[src/rtl/bus_arbiter_pkg.sv]
// Shared definitions for the memory bus arbiter: FSM state encoding and a small decode helper.
package bus_arbiter_pkg;

  // 2-bit arbiter state encoding
  typedef enum logic [1:0] {
    ARB_IDLE    = 2'd0,
    ARB_DATA    = 2'd1,
    ARB_INST    = 2'd2,
    ARB_RELEASE = 2'd3
  } arb_state_e;

  // True while a transaction is being driven onto the external bus
  function automatic logic arb_on_bus(arb_state_e state);
    return (state == ARB_DATA) || (state == ARB_INST);
  endfunction

endpackage

[src/rtl/bus_arbiter_if.sv]
// Bundle of the fetch port, data port, external bus and pipeline stall/timeout signals.
// The master modport is the arbiter's view (it masters the external bus); the slave modport is
// the environment's view (pipeline masters, memory slave and pipeline controller).
interface bus_arbiter_if #(
  parameter int unsigned ADDR_WIDTH = 32,
  parameter int unsigned DATA_WIDTH = 32
);

  localparam int unsigned BeWidth = DATA_WIDTH / 8;

  // Instruction fetch port
  logic                  rom_en;
  logic [ADDR_WIDTH-1:0] rom_addr;
  logic [DATA_WIDTH-1:0] rom_rdata;

  // MEM stage data port
  logic                  ram_en;
  logic [BeWidth-1:0]    ram_write_en;
  logic [ADDR_WIDTH-1:0] ram_addr;
  logic [DATA_WIDTH-1:0] ram_wdata;
  logic [DATA_WIDTH-1:0] ram_rdata;

  // External memory bus
  logic                  bus_en;
  logic [BeWidth-1:0]    bus_write_en;
  logic [ADDR_WIDTH-1:0] bus_addr;
  logic [DATA_WIDTH-1:0] bus_wdata;
  logic [DATA_WIDTH-1:0] bus_rdata;
  logic                  bus_ready;

  // Pipeline controller
  logic                  stall_all;
  logic                  bus_timeout;

  modport master (
    input  rom_en, rom_addr,
    input  ram_en, ram_write_en, ram_addr, ram_wdata,
    input  bus_rdata, bus_ready,
    output rom_rdata, ram_rdata,
    output bus_en, bus_write_en, bus_addr, bus_wdata,
    output stall_all, bus_timeout
  );

  modport slave (
    output rom_en, rom_addr,
    output ram_en, ram_write_en, ram_addr, ram_wdata,
    output bus_rdata, bus_ready,
    input  rom_rdata, ram_rdata,
    input  bus_en, bus_write_en, bus_addr, bus_wdata,
    input  stall_all, bus_timeout
  );

endinterface

[src/rtl/bus_watchdog.sv]
// Per-transaction wait counter. Counts cycles without ready while enabled and flags expiry when
// the count reaches TIMEOUT. TIMEOUT of 0 disables expiry entirely.
module bus_watchdog #(
  parameter int unsigned TIMEOUT = 255
) (
  input  logic clk,
  input  logic rst,
  input  logic clear,
  input  logic enable,
  input  logic ready,
  output logic expire
);

  localparam int unsigned   CntWidth = (TIMEOUT > 1) ? $clog2(TIMEOUT + 1) : 1;
  localparam logic [CntWidth-1:0] Limit = CntWidth'(TIMEOUT);

  logic [CntWidth-1:0] cnt_q;

  // Wait counter: saturates at the limit so it can never wrap past it
  always_ff @(posedge clk) begin
    if (rst || clear) begin
      cnt_q <= '0;
    end else if (enable && !ready && (cnt_q != Limit)) begin
      cnt_q <= cnt_q + CntWidth'(1);
    end
  end

  // Expiry is flagged in the same cycle the count hits the limit so the FSM can finish there
  always_comb begin
    expire = (TIMEOUT != 0) && enable && !ready && (cnt_q == Limit);
  end

endmodule

[src/rtl/bus_arbiter.sv]
// Shares the single external memory bus between instruction fetch and the MEM stage.
// One transaction at a time, data access first, read data latched for the pipeline.
// stall_all freezes the pipeline until every access requested this round has completed,
// followed by one RELEASE cycle in which the pipeline consumes the latched data.
module bus_arbiter
  import bus_arbiter_pkg::*;
#(
  parameter int unsigned ADDR_WIDTH = 32,
  parameter int unsigned DATA_WIDTH = 32,
  parameter int unsigned TIMEOUT    = 255
) (
  input  logic          clk,
  input  logic          rst,
  bus_arbiter_if.master arb
);

  localparam int unsigned BeWidth = DATA_WIDTH / 8;

  arb_state_e state_q, state_d;

  logic [DATA_WIDTH-1:0] rom_rdata_q, rom_rdata_d;
  logic [DATA_WIDTH-1:0] ram_rdata_q, ram_rdata_d;

  logic                  drv_en;
  logic [BeWidth-1:0]    drv_write_en;
  logic [ADDR_WIDTH-1:0] drv_addr;
  logic [DATA_WIDTH-1:0] drv_wdata;
  logic                  stall;

  logic                  on_bus;
  logic                  wd_clear;
  logic                  wd_expire;
  logic                  done;
  logic [DATA_WIDTH-1:0] resp_data;

  // Transaction completion: slave answered, or the watchdog gave up on it
  always_comb begin
    on_bus    = arb_on_bus(state_q);
    done      = on_bus && (arb.bus_ready || wd_expire);
    // A timed-out transaction returns zero rather than whatever sits on the bus
    resp_data = arb.bus_ready ? arb.bus_rdata : '0;
    // Clearing on completion means the counter starts from zero on entering DATA or INST
    wd_clear  = !on_bus || done;
  end

  bus_watchdog #(
    .TIMEOUT(TIMEOUT)
  ) u_watchdog (
    .clk   (clk),
    .rst   (rst),
    .clear (wd_clear),
    .enable(on_bus),
    .ready (arb.bus_ready),
    .expire(wd_expire)
  );

  // Next-state, latched read data and combinational bus/stall outputs
  always_comb begin
    state_d      = state_q;
    rom_rdata_d  = rom_rdata_q;
    ram_rdata_d  = ram_rdata_q;
    drv_en       = 1'b0;
    drv_write_en = '0;
    drv_addr     = '0;
    drv_wdata    = '0;
    stall        = 1'b0;

    case (state_q)
      ARB_IDLE: begin
        stall = arb.rom_en || arb.ram_en;
        if (arb.ram_en) begin
          state_d = ARB_DATA;
        end else if (arb.rom_en) begin
          state_d = ARB_INST;
        end
      end

      ARB_DATA: begin
        drv_en       = 1'b1;
        drv_write_en = arb.ram_write_en;
        drv_addr     = arb.ram_addr;
        drv_wdata    = arb.ram_wdata;
        stall        = 1'b1;
        if (done) begin
          // Stores leave the previously loaded data untouched
          if (arb.ram_write_en == '0) begin
            ram_rdata_d = resp_data;
          end
          // Fetch request is re-sampled here so a dropped fetch is not issued
          state_d = arb.rom_en ? ARB_INST : ARB_RELEASE;
        end
      end

      ARB_INST: begin
        drv_en   = 1'b1;
        drv_addr = arb.rom_addr;
        stall    = 1'b1;
        if (done) begin
          rom_rdata_d = resp_data;
          state_d     = ARB_RELEASE;
        end
      end

      ARB_RELEASE: begin
        // Bus idle and pipeline free for exactly this cycle
        state_d = ARB_IDLE;
      end

      default: begin
        state_d = ARB_IDLE;
      end
    endcase
  end

  // State and latched read data registers
  always_ff @(posedge clk) begin
    if (rst) begin
      state_q     <= ARB_IDLE;
      rom_rdata_q <= '0;
      ram_rdata_q <= '0;
    end else begin
      state_q     <= state_d;
      rom_rdata_q <= rom_rdata_d;
      ram_rdata_q <= ram_rdata_d;
    end
  end

  // Drive interface outputs
  always_comb begin
    arb.bus_en       = drv_en;
    arb.bus_write_en = drv_write_en;
    arb.bus_addr     = drv_addr;
    arb.bus_wdata    = drv_wdata;
    arb.stall_all    = stall;
    arb.bus_timeout  = wd_expire;
    arb.rom_rdata    = rom_rdata_q;
    arb.ram_rdata    = ram_rdata_q;
  end

endmodule

[src/flat_wrapper.sv]
// flat-port wrapper written by rule: the top's interface ports become plain ports
module bus_arbiter_flat import bus_arbiter_pkg::*;
#(
  parameter int unsigned ADDR_WIDTH = 32,
  parameter int unsigned DATA_WIDTH = 32,
  parameter int unsigned TIMEOUT    = 255
)
  (clk, rst, arb_rom_en, arb_rom_addr, arb_ram_en, arb_ram_write_en, arb_ram_addr, arb_ram_wdata, arb_bus_rdata, arb_bus_ready, arb_rom_rdata, arb_ram_rdata, arb_bus_en, arb_bus_write_en, arb_bus_addr, arb_bus_wdata, arb_stall_all, arb_bus_timeout);
  bus_arbiter_if #(.ADDR_WIDTH(ADDR_WIDTH), .DATA_WIDTH(DATA_WIDTH)) arb_i ();
  input  logic clk;
  input  logic rst;
  input wire logic [$bits(arb_i.rom_en)-1:0] arb_rom_en;
  input wire logic [$bits(arb_i.rom_addr)-1:0] arb_rom_addr;
  input wire logic [$bits(arb_i.ram_en)-1:0] arb_ram_en;
  input wire logic [$bits(arb_i.ram_write_en)-1:0] arb_ram_write_en;
  input wire logic [$bits(arb_i.ram_addr)-1:0] arb_ram_addr;
  input wire logic [$bits(arb_i.ram_wdata)-1:0] arb_ram_wdata;
  input wire logic [$bits(arb_i.bus_rdata)-1:0] arb_bus_rdata;
  input wire logic [$bits(arb_i.bus_ready)-1:0] arb_bus_ready;
  output wire logic [$bits(arb_i.rom_rdata)-1:0] arb_rom_rdata;
  output wire logic [$bits(arb_i.ram_rdata)-1:0] arb_ram_rdata;
  output wire logic [$bits(arb_i.bus_en)-1:0] arb_bus_en;
  output wire logic [$bits(arb_i.bus_write_en)-1:0] arb_bus_write_en;
  output wire logic [$bits(arb_i.bus_addr)-1:0] arb_bus_addr;
  output wire logic [$bits(arb_i.bus_wdata)-1:0] arb_bus_wdata;
  output wire logic [$bits(arb_i.stall_all)-1:0] arb_stall_all;
  output wire logic [$bits(arb_i.bus_timeout)-1:0] arb_bus_timeout;
  assign arb_i.rom_en = arb_rom_en;
  assign arb_i.rom_addr = arb_rom_addr;
  assign arb_i.ram_en = arb_ram_en;
  assign arb_i.ram_write_en = arb_ram_write_en;
  assign arb_i.ram_addr = arb_ram_addr;
  assign arb_i.ram_wdata = arb_ram_wdata;
  assign arb_i.bus_rdata = arb_bus_rdata;
  assign arb_i.bus_ready = arb_bus_ready;
  assign arb_rom_rdata = arb_i.rom_rdata;
  assign arb_ram_rdata = arb_i.ram_rdata;
  assign arb_bus_en = arb_i.bus_en;
  assign arb_bus_write_en = arb_i.bus_write_en;
  assign arb_bus_addr = arb_i.bus_addr;
  assign arb_bus_wdata = arb_i.bus_wdata;
  assign arb_stall_all = arb_i.stall_all;
  assign arb_bus_timeout = arb_i.bus_timeout;
  bus_arbiter #(.ADDR_WIDTH(ADDR_WIDTH), .DATA_WIDTH(DATA_WIDTH), .TIMEOUT(TIMEOUT)) u_core (.clk(clk), .rst(rst), .arb(arb_i));
endmodule
[config.mk]
export PLATFORM = sky130hd
export DESIGN_NAME = bus_arbiter_flat
export DESIGN_NICKNAME = d
export VERILOG_FILES = /design/src/rtl/bus_arbiter_pkg.sv /design/src/rtl/bus_arbiter_if.sv /design/src/rtl/bus_watchdog.sv /design/src/rtl/bus_arbiter.sv /design/src/flat_wrapper.sv
export SDC_FILE = /design/constraint.sdc
export NUM_CORES = 1
export LEC_CHECK = 0
export CORE_ASPECT_RATIO = 1.2
export CORE_MARGIN = 4
export CORE_UTILIZATION = 33
export CTS_BUF_LIST = sky130_fd_sc_hd__clkbuf_8
export CTS_CLUSTER_DIAMETER = 200
export DETAILED_ROUTE_END_ITERATION = 8
export GPL_TIMING_DRIVEN = 0
export PLACE_DENSITY = 0.79
export SLEW_MARGIN = 20
export SYNTH_ARGS = -nofsm -noshare
export SYNTH_HDL_FRONTEND = slang
export SYNTH_SLANG_ARGS = --single-unit
[constraint.sdc]
create_clock -name clk -period 1.8 [get_ports clk]
set_input_delay 0.36 -clock clk [delete_from_list [all_inputs] [get_ports clk]]
set_output_delay 0.36 -clock clk [all_outputs]
set_load 0.02 [all_outputs]
Word level (Yosys, flattened, before mapping)
Cells that the tools add are included.

operators by class
  add/subtract/negate cells = 1
  equal/unequal tests = 8
  mux-type cells = 12
  reduce and logical (&&, ||, !) cells = 17

operators by type and width
  kind                                                    count
  two-way mux 32 bit                                      2
  case mux 32 bit (2 select lines)                        1
  adder 8 x 1 -> 8 bit (second input constant)            1
  == test 8 bit (second input constant)                   1
  two-way mux 2 bit                                       4
  inequality test 8 bit (second input constant)           1
  case mux 2 bit (4 select lines)                         1
  AND reduction 3 bit                                     2
  logical OR 1 bit                                        5
  == test 2 bit (second input constant)                   2
  logical AND 1 bit                                       4
  logical NOT 4 bit                                       1
  two-way mux 4 bit                                       1
  inequality test 2 x 1 -> 1 bit (second input constant)  2
  inequality test 3 bit (second input constant)           1
  == test 2 x 1 -> 1 bit (second input constant)          1
  logical NOT 1 bit                                       2
  logical NOT 2 bit                                       1
  two-way mux 1 bit                                       2
  case mux 1 bit (2 select lines)                         1
  AND reduction 2 bit                                     1
  OR reduction 2 bit                                      1

storage, ports and cells
  bits in registers = 74
  output and inout port bits = 135
  word-level logic and storage cells = 42

Longest topological paths before layout
Gate-level depths: netlist of the first run.

  depth after elaboration = 8
  depth in mapped cells = 7
  gate-level depth less buffers = 6

Hierarchy
A second synthesis of the first run with hierarchy kept.

unflattened totals
  cell total of the unflattened synthesis = 522
  area, all modules = 3,961.3 µm²

modules (own cells, without submodules)
  module        instances  cells each  area each (µm²)  seq. area each (µm²)
  bus_arbiter   1          474         3,557.2          1,321.3
  bus_watchdog  1          48          404.1            160.2

Least setup slack after synthesis of the first run
Ideal clock, no wire load.

  path type = flip-flop to output port
  start point = register u_core.state_q[0]
  end point = output port arb_bus_addr[0]
  arrival time = 1.614 ns
  setup slack = -0.174 ns
  cell stages (with the launch flop) = 6
  cell sequence = dfxtp_1 > inv_1 > ha_1 > inv_1 > buf_1 > nor2_1

between the ends
  cells in the longest elaborated chain, start to end = 2
  elaborated cells on any way between the ends = 3
  those cells by class = eq/ne: 2; mux: 1

RTL lines
  element                                                  line                text
  start, declared                                          bus_arbiter.sv:19   arb_state_e state_q, state_d;
  start signal, assigned                                   bus_arbiter.sv:122  state_q <= state_d;
  == test 2 bit or == test 2 x 1 -> 1 bit (tied branches)  bus_arbiter.sv:68   case (state_q)
  case mux 32 bit (2 select lines) (*)                     bus_arbiter.sv:68
  end, declared                                            flat_wrapper.sv:24  output wire logic [$bits(arb_i.bus_addr)-1:0] arb_bus_addr;

Mark *: on every way between the ends. The rest lies on a longest branch, timed or not.

Final worst setup path of the first run
  start point = register u_core.state_q[0]
  end point = output port arb_bus_addr[6]

Same word-level chain as after synthesis.

==> impl_metrics.env, run 1 <==
export IMPL_outcome="complete, but fails checks"
export IMPL_violations="negative setup slack"
export IMPL_grtUsageTotal_pct=26.3
export IMPL_die_w_um=108
export IMPL_cts_sinks=74
export IMPL_seq_area_frac_synth_pct=37.4
export IMPL_whs_ns=0.479
export IMPL_layout_drive_gt1_share_pct=33.8
export IMPL_synthFlopType="dfxtp_1"
export IMPL_htree_num_levels=3
export IMPL_ir_drop_mv=0.525
export IMPL_drc=0
export IMPL_cts_buffers=9
export IMPL_synth_edf_count=0
export IMPL_cp_data_required_time_ns=1.44
export IMPL_path_cells="inv_6 -> ha_4 -> clkinvlp_4 -> buf_6 -> clkbuf_16 -> nor2_4 -> buf_6"
export IMPL_critPathBufInv=5
export IMPL_die_h_um=128
export IMPL_ys_ff_latch=74
export IMPL_final_common_cell="clkdlybuf4s50_1"
export IMPL_ant_nets=0
export IMPL_antenna_found_initial=6
export IMPL_synth_top_area_share_pct=37.4
export IMPL_cp_end_kind="output pin"
export IMPL_synth_nets=616
export IMPL_ioPinCount=272
export IMPL_fin_util_pct=71.0
export IMPL_worstHoldPathType="flip-flop to flip-flop"
export IMPL_p_per_area_mw_per_mm2=920
export IMPL_most_common_layout_cells="clkdlybuf4s50_1, buf_6, dfxtp_1"
export IMPL_synthArstFlopShare_pct=0
export IMPL_grt_pass1_wl_um=27700
export IMPL_place_ws_ns=-0.964
export IMPL_holdCritStartpoint="u_core.arb.rom_rdata[3]"
export IMPL_max_freq_ghz=0.461
export IMPL_hpwl_um=14000
export IMPL_drt_first_pass_iters=4
export IMPL_drv_slew=0
export IMPL_setup_viol=102
export IMPL_wl_per_cell_um=21.3
export IMPL_yosysTopAreaCell="dfxtp_1"
export IMPL_hold_viol=0
export IMPL_startpoint_type="flip-flop"
export IMPL_gr_total_overflow=0
export IMPL_via_per_inst=5.05
export IMPL_min_period_ns=2.17
export IMPL_synth_area_mm2=0.00396
export IMPL_cts_buffer_depth=2
export IMPL_hold_buffers=0
export IMPL_maxSlewHeadroom_pct=64.7
export IMPL_nets=924
export IMPL_cp_arrival_ns=1.81
export IMPL_slowest_stage="dfxtp_4"
export IMPL_initial_core_util_pct=33.9
export IMPL_root_buffer="clkbuf_8"
export IMPL_synth_cell_type_count=37
export IMPL_min_path_cells=2
export IMPL_fin_worst_skew_ns=0.00940
export IMPL_clock_latency_ns=0.34
export IMPL_rows=43
export IMPL_criticalPathCategory="flip-flop to output pin"
export IMPL_reg2reg_depth=9
export IMPL_r2r_start="u_core.state_q[0]"
export IMPL_drv_cap=0
export IMPL_tns_ns=-20.61
export IMPL_cts_tree="built"
export IMPL_r2r_end="u_core.arb.ram_rdata[16]"
export IMPL_crit_path_max_incr_delay_ns=0.39
export IMPL_core_mm2=0.0117
export IMPL_ys_warn_count=0
export IMPL_clk_pin_slew_ns=0.08
export IMPL_ff2ff_setup_slack_ns=0.01
export IMPL_crit_family="buffers and inverters"
export IMPL_grt_pass1_vias=5037
export IMPL_gp_congestion=0.950
export IMPL_crit_fanout=5
export IMPL_drtIter0Drc=240
export IMPL_io_buffers=269
export IMPL_grt_max_degree=13
export IMPL_drt_total_wl_um=20200
export IMPL_worst_slew_pin_slew_ns=0.525
export IMPL_synthCells=473
export IMPL_layout_setup_ws_ns=-0.370
export IMPL_fin_crit_sh_pct=121
export IMPL_rsz0062_at_grt="yes"
export IMPL_synth_area_leaders="dfxtp_1, mux2i_1, o21ai_0, a22oi_1, nand3b_1"
export IMPL_crit_top_cell="buf_6"
export IMPL_area_delta_synth_final_pct=109
export IMPL_vias=4791
export IMPL_die_area_mm2=0.0138
export IMPL_p_leak_nw=3.19
export IMPL_syn_area_per_cell_um2=8.38
export IMPL_holdPathEnd="u_core.arb.rom_rdata[3]"
## worst max path at each step
stage	depth (start not counted)	to	start	slack [ns]
after floorplan	6	arb_bus_addr[0]	u_core.state_q[0]	-0.04
after global placement	7	arb_bus_addr[6]	u_core.state_q[0]	-0.84
after detailed placement	7	arb_bus_wdata[18]	u_core.state_q[1]	-0.96
after CTS	7	arb_bus_addr[6]	u_core.state_q[0]	-0.32
after global routing	7	arb_bus_addr[8]	u_core.state_q[0]	-0.42
final	7	arb_bus_addr[6]	u_core.state_q[0]	-0.37
## cell families after synthesis
group / after synthesis / synth area share (%)
adder cells (fa/ha/maj): 6 / 1.89
buffers and inverters: 49 / 5.34
multiplexers: 34 / 8.65
flip-flops: 74 / 37.4
AO/OA/AOI/OAI: 109 / 16.5
AND/OR/NAND/NOR: 197 / 29.3
XOR/XNOR: 4 / 0.884
## worst reg2reg max path, stage by stage (launching register included)
cell	delay, ns
dfxtp_4	0.39
inv_6	0.05
ha_4	0.28
buf_4	0.11
buf_6	0.11
nand3_2	0.13
buf_4	0.20
buf_4	0.17
o21ai_1	0.14
o21ai_0	0.11
## cell usage after synthesis, drive strengths merged, types with 5 or more instances
cell type,n
and2,36
a22oi,32
nand3,6
nor2b,33
inv,6
dfxtp,74
o21ai,67
clkbuf,38
nor2,46
mux2i,32
buf,5
nand2b,34
ha,6
nand3b,32
## repair_timing
item,CTS,global route
gates resized for setup,553,103
setup buffers,17,9
pin swaps,25,17
endpoints found under the setup margin,133,109
hold endpoints to repair,0,0
cloned,6,1
## final cells by class
| class | count | area [um^2] |
|---|---|---|
| plain buffers | 40 | 368 |
| clock inverters | 5 | 31.3 |
| multi-input cells | 350 | 2870 |
| repair buffers | 300 | 3140 |
| clock buffers | 10 | 138 |
| diodes | 6 | 15.0 |
| inverters | 6 | 33.8 |
| flip-flops and latches | 74 | 1500 |
| fillers | 859 | 3390 |
| well taps | 157 | 196 |
## power by group
part / total, W / switching (W) / internal [W]
logic: 0.00476 / 0.00230 / 0.00246
registers: 0.00174 / 0.0000468 / 0.00169
clock network: 0.00112 / 0.000598 / 0.000525
total: 0.00762 / 0.00295 / 0.00468
## state kept, by name (all words and copies together) (netlist names)
register and count:
u_core.arb.ram_rdata 32, u_core.arb.rom_rdata 32, u_core.state_q 2, u_core.u_watchdog.cnt_q 8
## through the flow
stage,instance area [um^2],cells,power (W)
after floorplan,4050,473,0.00326
after global placement,6930,899,0.00441
after detailed placement,6930,899,0.00447
after CTS,7930,934,0.00703
after global routing,8290,948,0.00791
final,8290,948,0.00762
## per-layer routing
| layer | global-route usage (%) | part of all wire [%] | vias to the layer above |
|---|---|---|---|
| li1 | - | - | 2248 |
| met1 | 26.6 | 36 | 2299 |
| met2 | 48.9 | 52 | 201 |
| met3 | 7.76 | 7.4 | 43 |
| met4 | 12.0 | 4.1 | 0 |
| met5 | 0 | 0 | - |
No activity file was read; power rests on OpenSTA's default activity.
==> run 2, diff against run 1 <==
--- a/config.mk
+++ b/config.mk
@@ -12,7 +12,7 @@
 export CTS_CLUSTER_DIAMETER = 200
 export DETAILED_ROUTE_END_ITERATION = 8
 export GPL_TIMING_DRIVEN = 0
-export PLACE_DENSITY = 0.79
+export PLACE_DENSITY_LB_ADDON = 0.08
 export SLEW_MARGIN = 20
 export SYNTH_ARGS = -nofsm -noshare
 export SYNTH_HDL_FRONTEND = slang
==> impl_metrics.env, run 2 (synthesized netlist as in run 1, its figures left out) <==
export IMPL_violations="negative setup slack"
export IMPL_vias=4802
export IMPL_drt_first_pass_iters=4
export IMPL_cp_end_kind="output pin"
export IMPL_layout_setup_ws_ns=-0.355
export IMPL_crit_path_max_incr_delay_ns=0.38
export IMPL_clock_latency_ns=0.36
export IMPL_crit_top_cell="buf_6"
export IMPL_ioPinCount=272
export IMPL_r2r_start="u_core.state_q[0]"
export IMPL_stdcell_area_mm2=0.00843
export IMPL_clk_pin_slew_ns=0.08
export IMPL_wl_per_cell_um=19.7
export IMPL_fin_cells=954
export IMPL_nets=931
export IMPL_area_delta_synth_final_pct=113
export IMPL_path_cells="inv_6 -> ha_4 -> clkinvlp_4 -> buf_12 -> clkbuf_16 -> buf_6 -> nor2_4 -> buf_6"
export IMPL_final_common_cell="clkdlybuf4s50_1"
export IMPL_cts_sinks=74
export IMPL_hold_buffers=0
export IMPL_via_per_inst=5.03
export IMPL_place_ws_ns=-0.889
export IMPL_most_common_layout_cells="clkdlybuf4s50_1, buf_6, dfxtp_1"
export IMPL_fin_worst_skew_ns=0.0148
export IMPL_grt_max_degree=14
export IMPL_grt_pass1_vias=4783
export IMPL_core_mm2=0.0117
export IMPL_min_period_ns=2.16
export IMPL_root_buffer="clkbuf_8"
export IMPL_rows=43
export IMPL_cp_depth=8
export IMPL_drv_slew=0
export IMPL_cp_startpoint="u_core.state_q[1]"
export IMPL_slowest_stage="dfxtp_4"
export IMPL_drv_cap=0
export IMPL_setup_viol=70
export IMPL_ff2ff_setup_slack_ns=0.04
export IMPL_initial_core_util_pct=33.9
export IMPL_reg2reg_depth=8
export IMPL_grtUsageTotal_pct=23.6
export IMPL_cts_tree="built"
export IMPL_cts_buffer_depth=2
export IMPL_rsz0062_at_grt="yes"
export IMPL_drc=0
export IMPL_io_buffers=269
export IMPL_die_area_mm2=0.0138
export IMPL_r2r_end="u_core.state_q[1]"
export IMPL_cp_data_required_time_ns=1.44
export IMPL_dp_cells=899
export IMPL_antenna_found_initial=3
export IMPL_hpwl_um=12600
export IMPL_die_h_um=128
export IMPL_maxSlewHeadroom_pct=66.4
export IMPL_drtIter0Drc=204
export IMPL_worstSetupEndpoint="arb_bus_addr[16]"
export IMPL_criticalPathCategory="flip-flop to output pin"
export IMPL_die_w_um=108
export IMPL_ir_drop_mv=0.499
export IMPL_p_leak_nw=3.26
export IMPL_grt_pass1_wl_um=25600
export IMPL_hold_viol=0
export IMPL_critPathBufInv=6
export IMPL_crit_fanout=8
export IMPL_crit_family="buffers and inverters"
export IMPL_total_power_w=0.00812
export IMPL_p_per_area_mw_per_mm2=964
export IMPL_max_freq_ghz=0.464
export IMPL_htree_num_levels=3
export IMPL_cts_buffers=9
export IMPL_cp_arrival_ns=1.80
export IMPL_gp_congestion=0.832
export IMPL_placed_cell_area_mm2=0.00693
export IMPL_tns_ns=-16.23
export IMPL_worst_slew_pin_slew_ns=0.504
export IMPL_fin_crit_sh_pct=120
export IMPL_gr_total_overflow=0
export IMPL_drt_total_wl_um=18800
export IMPL_layout_drive_gt1_share_pct=34.6
export IMPL_outcome="complete, but fails checks"
export IMPL_ant_nets=0
export IMPL_startpoint_type="flip-flop"
export IMPL_worstHoldPathType="input port to flip-flop"
## run 2: area by class of cell
class	instances	area (um^2)
sequential	74	1500
fill	848	3250
multi-input combinational	350	2860
clock inverter	6	113
clock buffer	10	138
tap	157	196
antenna	4	10.0
inverter	6	36.3
buffer	39	353
timing repair buffer	308	3220
## run 2: per-stage QoR
stage	hold WS, ns	utilization, %
after floorplan	0.441	-
after global placement	0.461	59.4
after detailed placement	0.465	59.4
after CTS	0.483	68.0
after global routing	0.507	72.2
final	0.477	72.2
## run 2: routing by layer
metal / GRT usage [%] / wire length [um]
met2: 43.7 / 9710
met4: 8.10 / 701
met3: 8.61 / 1790
met1: 24.1 / 6580
met5: 0 / 0
## run 2: timing repair
action / 4_1_cts / 5_1_grt
setup endpoints to repair: 114 / 96
gates resized for setup: 492 / 157
setup buffers: 21 / 12
pin swaps: 18 / 29
gates cloned: 5 / 4
## run 2: report_power, final
| part | internal (W) | leakage, nW | switching, W |
|---|---|---|---|
| combinational | 0.00252 | 2.54 | 0.00225 |
| sequential | 0.00169 | 0.600 | 0.0000445 |
| clock | 0.000964 | 0.127 | 0.000661 |
| total | 0.00517 | 3.26 | 0.00295 |
## run 2: worst min path at each step
stage | startpoint | depth (start not counted) | endpoint
6_report | arb_bus_ready | 3 | u_core.arb.rom_rdata[0]
4_1_cts | u_core.arb.rom_rdata[15] | 2 | u_core.arb.rom_rdata[15]
3_3_place_gp | u_core.u_watchdog.cnt_q[0] | 1 | u_core.u_watchdog.cnt_q[0]
5_1_grt | u_core.arb.rom_rdata[12] | 2 | u_core.arb.rom_rdata[12]
3_5_place_dp | u_core.u_watchdog.cnt_q[0] | 1 | u_core.u_watchdog.cnt_q[0]
2_1_floorplan | u_core.u_watchdog.cnt_q[0] | 1 | u_core.u_watchdog.cnt_q[0]
## run 2: worst reg2reg max path, delay by kind of cell (launching register included)
| family | cells | cell delay (ns) |
|---|---|---|
| flip-flops | 1 | 0.38 |
| buffers and inverters | 3 | 0.34 |
| AO/OA/AOI/OAI | 2 | 0.29 |
| multiplexers | 1 | 0.28 |
| adder cells (fa/ha/maj) | 1 | 0.21 |
| AND/OR/NAND/NOR | 1 | 0.15 |
